## src/rtl/hazard_ctrl.sv

```systemverilog
// hazard_ctrl: decode-stage hazard controller for an in-order pipeline.
// Sequences load-use bubbles, taken-branch flushes and memory-busy freezes, and counts stall cycles.
module hazard_ctrl #(
   parameter int LU_STALLS = 1,
   parameter int BR_FLUSH  = 2,
   parameter int CNT_W     = 16
) (
   input  logic             clk,
   input  logic             rst_n,
   input  logic             id_ex_mem_read,
   input  logic [4:0]       id_ex_rd,
   input  logic [4:0]       if_id_rs1,
   input  logic [4:0]       if_id_rs2,
   input  logic             uses_rs1,
   input  logic             uses_rs2,
   input  logic             ex_branch_taken,
   input  logic             mem_busy,
   output logic             pc_write,
   output logic             if_id_write,
   output logic             id_ex_write,
   output logic             control_mux_sel,
   output logic             if_id_flush,
   output logic [CNT_W-1:0] stall_cnt
);

   typedef enum logic [1:0] {
      RUN      = 2'd0,
      LU_STALL = 2'd1,
      FLUSH    = 2'd2,
      MEM_WAIT = 2'd3
   } state_t;

   localparam logic [2:0]       LU_LOAD = 3'(LU_STALLS - 1);
   localparam logic [2:0]       BR_LOAD = 3'(BR_FLUSH - 1);
   localparam logic [CNT_W-1:0] CNT_MAX = '1;

   state_t           state_reg, state_next;
   state_t           saved_reg, saved_next;
   state_t           eff_state;
   logic [2:0]       left_reg, left_next;
   logic [CNT_W-1:0] stall_cnt_reg;

   logic [4:0]       src_num [2];
   logic [1:0]       src_used;
   logic [1:0]       src_hit;
   logic             lu_hit;

   assign src_num[0] = if_id_rs1;
   assign src_num[1] = if_id_rs2;
   assign src_used   = {uses_rs2, uses_rs1};

   genvar gi;
   generate
      for (gi = 0; gi < 2; gi++) begin : g_src
         assign src_hit[gi] = src_used[gi] && (src_num[gi] == id_ex_rd);
      end
   endgenerate

   // x0 is hard-wired zero, so a load targeting it never creates a dependency.
   assign lu_hit = id_ex_mem_read && (id_ex_rd != 5'd0) && (|src_hit);

   always_comb begin
      // Leaving MEM_WAIT acts in the saved state on the same cycle, so no extra bubble is spent.
      eff_state       = (state_reg == MEM_WAIT) ? saved_reg : state_reg;
      state_next      = eff_state;
      saved_next      = saved_reg;
      left_next       = left_reg;
      pc_write        = 1'b1;
      if_id_write     = 1'b1;
      id_ex_write     = 1'b1;
      control_mux_sel = 1'b0;
      if_id_flush     = 1'b0;

      if (mem_busy) begin
         pc_write    = 1'b0;
         if_id_write = 1'b0;
         id_ex_write = 1'b0;
         state_next  = MEM_WAIT;
         saved_next  = eff_state;
      end else if (ex_branch_taken) begin
         if_id_flush     = 1'b1;
         control_mux_sel = 1'b1;
         if (BR_FLUSH > 1) begin
            state_next = FLUSH;
            left_next  = BR_LOAD;
         end else begin
            state_next = RUN;
            left_next  = 3'd0;
         end
      end else begin
         case (eff_state)
            FLUSH: begin
               if_id_flush     = 1'b1;
               control_mux_sel = 1'b1;
               if (left_reg <= 3'd1) begin
                  state_next = RUN;
                  left_next  = 3'd0;
               end else begin
                  left_next  = left_reg - 3'd1;
               end
            end
            LU_STALL: begin
               pc_write        = 1'b0;
               if_id_write     = 1'b0;
               control_mux_sel = 1'b1;
               if (left_reg <= 3'd1) begin
                  state_next = RUN;
                  left_next  = 3'd0;
               end else begin
                  left_next  = left_reg - 3'd1;
               end
            end
            default: begin
               if (lu_hit) begin
                  pc_write        = 1'b0;
                  if_id_write     = 1'b0;
                  control_mux_sel = 1'b1;
                  if (LU_STALLS > 1) begin
                     state_next = LU_STALL;
                     left_next  = LU_LOAD;
                  end
               end
            end
         endcase
      end

      if (!rst_n) begin
         pc_write        = 1'b0;
         if_id_write     = 1'b0;
         id_ex_write     = 1'b0;
         control_mux_sel = 1'b1;
         if_id_flush     = 1'b0;
      end
   end

   always_ff @(posedge clk or negedge rst_n) begin
      if (!rst_n) begin
         state_reg     <= RUN;
         saved_reg     <= RUN;
         left_reg      <= 3'd0;
         stall_cnt_reg <= '0;
      end else begin
         state_reg <= state_next;
         saved_reg <= saved_next;
         left_reg  <= left_next;
         if (!pc_write && (stall_cnt_reg != CNT_MAX)) begin
            stall_cnt_reg <= stall_cnt_reg + CNT_W'(1);
         end
      end
   end

   assign stall_cnt = stall_cnt_reg;

endmodule
```

## config.mk

```make
export PLATFORM = sky130hd
export DESIGN_NAME = hazard_ctrl
export DESIGN_NICKNAME = d
export VERILOG_FILES = /design/src/rtl/hazard_ctrl.sv
export SDC_FILE = /design/constraint.sdc
export NUM_CORES = 1
export LEC_CHECK = 0
export BUFFER_PORTS_ARGS = -buffer_cell sky130_fd_sc_hd__buf_4
export CELL_PAD_IN_SITES_DETAIL_PLACEMENT = 1
export CELL_PAD_IN_SITES_GLOBAL_PLACEMENT = 1
export CORE_UTILIZATION = 37
export DETAILED_ROUTE_END_ITERATION = 16
export PLACE_DENSITY_LB_ADDON = 0.15
export RECOVER_POWER = 25
export SLEW_MARGIN = 25
export SYNTH_ARGS = -nofsm -noshare
export SYNTH_HDL_FRONTEND = slang
export SYNTH_SLANG_ARGS = --single-unit
```

## constraint.sdc

```tcl
create_clock -name clk -period 2.5 [get_ports clk]
set_clock_uncertainty 0.05 [all_clocks]
set_input_delay 0.25 -clock clk [delete_from_list [all_inputs] [get_ports clk]]
set_output_delay 0.25 -clock clk [all_outputs]
set_load 0.05 [all_outputs]
```

# Yosys cells after proc, flatten, opt, wreduce, memory -nomap -nowiden
# Cells that the tools add are included.
word_totals:
  ff_bits: 23
  in_bits: 22
  out_inout_bits: 21
  wordCells: 49
op_classes:
  add_sub_neg: 2
  n_lt_le_gt_ge: 1
  n_eq_ne: 6
  mux: 24
  bitwise: 1
  reduce_logical: 11
ops:
  columns: ["op", "n"]
  rows:
  - ["$add A16 B1 Y16 const B", 1]
  - ["$ne A16 B16 Y1 const B", 1]
  - ["$mux W1", 15]
  - ["$eq A5 B5 Y1", 2]
  - ["$mux W2", 5]
  - ["$mux W3", 3]
  - ["$logic_and A1 B1 Y1", 5]
  - ["$reduce_bool A5 Y1", 1]
  - ["$eq A2 B2 Y1 const B", 2]
  - ["$reduce_or A2 Y1", 2]
  - ["$le A3 B1 Y1 const B", 1]
  - ["$sub A3 B1 Y3 const B", 1]
  - ["$eq A2 B1 Y1 const B", 1]
  - ["$pmux W1 S2", 1]
  - ["$reduce_and A2 Y1", 1]
  - ["$reduce_bool A2 Y1", 1]
  - ["$logic_not A1 Y1", 1]
  - ["$not A1 Y1", 1]

# Logic depth before layout (Yosys ltp)
logic_depth:
  word_depth: 11
  mapped_depth: 11
  ltp_nobuf: 9

# Worst setup path after synthesis
# Ideal clock, no wire load.
synth_path:
  path_kind: "flip-flop to output port"
  startpoint: "reg saved_reg[0]"
  endpoint: "out pc_write"
  arrival_time_ps: 2380
  required_time_ps: 2200
  path_slack_ps: -180
  stages_incl_launch_ff: 8
  path_buffers: 2
  path_cell_list: "dfrtp_1 o21ai_0 ha_1 clkbuf_1 inv_1 a21oi_1 a21oi_1 buf_4"
synth_between:
  elab_chain_cells: 6
  word_cells_on_any_way: 7
  cone_classes: "eq/ne (2); mux (5)"
synth_lines:
  columns: ["element", "line", "rtl"]
  rows:
  - ["start: declaration", "38", "state_t saved_reg, saved_next;"]
  - ["start signal: assignment", "144", "saved_reg <= saved_next;"]
  - ["$mux W2 *", "64", "eff_state = (state_reg == MEM_WAIT) ? saved_reg : state_reg;"]
  - ["$eq A2 B1 Y1 or $eq A2 B2 Y1 (tied branches)", null, null]
  - ["$pmux W1 S2 *", null, null]
  - ["$mux W1 * (3 in series)", null, null]
  - ["end: declaration", "18", "output logic pc_write,"]
# Every way passes the cells marked *; elsewhere a longest branch is shown, timed or not.

# Worst setup path in the final report
layout_path:
  startpoint: "reg saved_reg[0]"
  endpoint: "out if_id_write"
layout_between:
  elab_chain_cells: 6
  word_cells_on_any_way: 7
  cone_classes: "eq/ne (2); mux (5)"
layout_lines:
  columns: ["element", "line", "rtl"]
  rows:
  - ["$mux W2 *", "64", null]
  - ["$eq A2 B1 Y1 or $eq A2 B2 Y1 (tied branches)", "91", "case (eff_state)"]
  - ["$pmux W1 S2 *", "91", null]
  - ["$mux W1 *", "80", "end else if (ex_branch_taken) begin"]
  - ["$mux W1 *", "74", "if (mem_busy) begin"]
  - ["$mux W1 *", "127", "if (!rst_n) begin"]
  - ["end: declaration", "19", "output logic if_id_write,"]
# Marks and branches as above.

==> qor.json <==
{
  "status": {"value": "complete, no violations"},
  "depth_of_the_worst_register_to_register_path": {"value": 7},
  "hold_depth": {"value": 2},
  "critical-path-slowest-cell": {"value": "dfrtp_1"},
  "period_needed": {"value": 2.35, "unit": "ns"},
  "grt_antenna_before_repair": {"value": 0},
  "cts_inserted_buffers": {"value": 3},
  "r2r_setup_slack": {"value": 0.26, "unit": "ns"},
  "drt_iter0_drc": {"value": 46},
  "grt_pass1_vias": {"value": 1241},
  "cts_tree": {"value": "yes"},
  "p_per_area": {"value": 870, "unit": "nW/um^2"},
  "synth_largest_area_cell": {"value": "dfrtp_1"},
  "initial_utilization": {"value": 39.2, "unit": "%"},
  "unrepaired_setup_endpoints_after_global_routing": {"value": "no"},
  "leakagePower": {"value": 0.770, "unit": "nW"},
  "synthesis.instances": {"value": 138},
  "max_clk_rate": {"value": 425, "unit": "MHz"},
  "crit_family": {"value": "compound AO/OA/AOI/OAI gates"},
  "global_route.usage.total": {"value": 19.7, "unit": "%"},
  "die_w": {"value": 62.0, "unit": "um"},
  "maxUsedRoutingLayer": {"value": "met4"},
  "synth.avg_cell_area": {"value": 9.64, "unit": "sq um"},
  "utilization_after_layout": {"value": 50.7, "unit": "%"},
  "hold-worst-slack": {"value": 0.112, "unit": "ns"},
  "yosysWarningCount": {"value": 0},
  "global_route_wire_length_before_repair": {"value": 5.55, "unit": "mm"},
  "register_area": {"value": 576, "unit": "sq um"},
  "route.detailed.vias_per_inst": {"value": 5.14},
  "r2r-start": {"value": "saved_reg[0]"},
  "final_sum_of_negative_setup_slack": {"value": 0, "unit": "ns"},
  "insertedDiodeCount": {"value": 0},
  "period_share": {"value": 94.1, "unit": "%"},
  "synthTopCellsByArea": {"value": "dfrtp_1 (43%), xnor2_1 (16%), ha_1 (3.8%)"},
  "n_fill_cell": {"value": 412},
  "fin_cells": {"value": 227},
  "cts_repair_resize_count": {"value": 0},
  "worst_slew_pin_slew": {"value": 0.341, "unit": "ns"},
  "count_of_vias_placed_by_the_detailed_router": {"value": 1167},
  "ffs_latches_synth": {"value": 23},
  "synth-seq-area-share": {"value": 43.3, "unit": "%"},
  "synth_area": {"value": 1330, "unit": "sq um"},
  "slew_headroom": {"value": 77.0, "unit": "%"},
  "drt_first_pass_iters": {"value": 4},
  "post-dp-hpwl": {"value": 2.56, "unit": "mm"},
  "number_of_placed_instances_with_taps_included": {"value": 222},
  "nNetsFinal": {"value": 208},
  "detailroute.wirelength.met3": {"value": 80, "unit": "um"},
  "cts.sink_count": {"value": 23},
  "dieHeight": {"value": 62.0, "unit": "um"},
  "stdcell_area": {"value": 1720, "unit": "sq um"},
  "synth.lib_cells_used.distinct": {"value": 29},
  "critical_path.startpoint_type": {"value": "flip-flop"},
  "cts.root.buffer_cell": {"value": "clkbuf_4"},
  "hold_path_end": {"value": "saved_reg[1]"},
  "power.ir.vdd_worst": {"value": 0.516, "unit": "mV"},
  "grt-ovfl-total": {"value": 0},
  "clk_pin_slew_worst_paths": {"value": 0.13, "unit": "ns"},
  "routedWlPerCell": {"value": 14.2, "unit": "um"},
  "number_of_enable_type_register_cells_in_the_synthesized_netlist": {"value": 0},
  "multi_input_comb_area": {"value": 702, "unit": "sq um"},
  "drc": {"value": 0},
  "drt.antenna.violating_nets": {"value": 0},
  "place.gp.congestion": {"value": 0.837},
  "netlist.area_leader.share": {"value": 43.3, "unit": "%"},
  "timing.rr.end": {"value": "stall_cnt[1]"},
  "wl": {"value": 3.22, "unit": "mm"},
  "fp-row-count": {"value": 21},
  "timing.critical_path.cells": {"value": "o21ai_0 -> ha_1 -> inv_1 -> a21oi_1 -> a21oi_2 -> buf_4"},
  "routed-wl-met2": {"value": 1.73, "unit": "mm"},
  "critical_path_buf_inv_count": {"value": 2},
  "mapped_nets": {"value": 164},
  "cp_max_fo": {"value": 8},
  "critPathMaxStageDelay": {"value": 0.41, "unit": "ns"},
  "postSynth.asyncResetShare": {"value": 100, "unit": "%"},
  "timing.hold.worst.start": {"value": "mem_busy"},
  "fp.dieArea": {"value": 3840, "unit": "sq um"},
  "critPathRequiredTime": {"value": 2.20, "unit": "ns"},
  "area_growth": {"value": 29.2, "unit": "%"},
  "area_post_placement": {"value": 1680, "unit": "sq um"},
  "synth-main-ff-cell": {"value": "dfrtp_1"},
  "most_frequent_cells_in_the_layout": {"value": "buf_4 (42), xnor2_1 (24), dfrtp_1 (23)"},
  "hold_class": {"value": "primary input to flip-flop"},
  "setup.worst_path.end_class": {"value": "output port"},
  "post_cts_hold_buffer_count": {"value": 1},
  "timing.critical_path.arrival": {"value": 2.05, "unit": "ns"},
  "setup_violations": {"value": 0},
  "grt_start_max_net_pins": {"value": 26},
  "cap_violations": {"value": 0},
  "timing_max_transition_violations_final": {"value": 0},
  "clock_latency": {"value": 0.32, "unit": "ns"},
  "final_layout_size_suffix_gt1_share": {"value": 29.3, "unit": "%"},
  "commonest_non_fill_non_tap_cell_in_the_layout": {"value": "buf_4"},
  "core_area": {"value": 3390, "unit": "sq um"},
  "cts.path.max_buffers": {"value": 2},
  "post-cts-setup-buffer-count": {"value": 0},
  "criticalPathCategory": {"value": "flip-flop to output port"},
  "design.portCount": {"value": 43},
  "post_route_met1_wirelength": {"value": 1.36, "unit": "mm"},
  "largest_reg_flops": {"value": 16},
  "finalHoldViolCount": {"value": 0},
  "cts_max_level": {"value": 1},
  "io_buffers": {"value": 42}
}
==> synth_stat cells (4+ instances only) <==
library cell,count
a21oi_1,6
and3_1,4
dfrtp_1,23
ha_1,4
inv_1,8
nand2_1,11
nand3_1,5
nand3_2,4
nand4_1,8
nor2_1,7
nor3_1,5
o21ai_0,9
xnor2_1,24
==> stage by stage <==
| step | setup slack, ns | power (mW) |
|---|---|---|
| final | 0.147 | 1.49 |
| after global routing | 0.0367 | 1.61 |
| after CTS | 0.126 | 1.51 |
| after detailed placement | 0.251 | 1.33 |
| after global placement | 0.415 | 1.31 |
| after floorplan | 0.167 | 1.09 |
==> power breakdown <==
part / internal (mW) / total (mW) / switching (mW)
clock: 0.0600 / 0.181 / 0.121
combinational: 0.267 / 0.749 / 0.482
sequential: 0.464 / 0.565 / 0.101
total: 0.791 / 1.49 / 0.704
==> layout make-up <==
cell class                      count  area share, %
Multi-Input combinational cell    103           40.9
Sequential cell                    23           33.5
Timing Repair Buffer               43           18.9
Tap cell                           46           3.35
Inverter                            8           1.75
Clock buffer                        3           1.31
Clock inverter                      1          0.291
==> cells by family (layout without fill, tap and decap cells) <==
| family | Yosys count | in the layout | share of synthesized area (%) |
|---|---|---|---|
| mux | 1 | 1 | 0.847 |
| fa+ha+maj | 4 | 4 | 3.76 |
| xor+xnor | 25 | 25 | 16.5 |
| buf+inv | 12 | 55 | 4.23 |
| flops | 23 | 23 | 43.3 |
| compound gates | 20 | 20 | 8.37 |
| simple gates | 53 | 53 | 23.0 |
==> per-layer routing <==
metal / GRT usage (%) / vias up
met2: 35.3 / 20
met5: 0 / -
li1: - / 564
met3: 2.28 / 6
met1: 24.0 / 577
met4: 7.62 / 0
==> worst max-delay path by stage <==
stage | start | end | slack [ns] | cells past startpoint
final | saved_reg[0] | if_id_write | 0.15 | 6
after global routing | saved_reg[0] | if_id_write | 0.04 | 6
after global placement | state_reg[1] | stall_cnt[1] | 0.41 | 8
after CTS | saved_reg[0] | if_id_write | 0.13 | 6
after floorplan | saved_reg[0] | pc_write | 0.17 | 7
after detailed placement | saved_reg[0] | stall_cnt[1] | 0.25 | 7
Power figures use the tool's default switching activity.
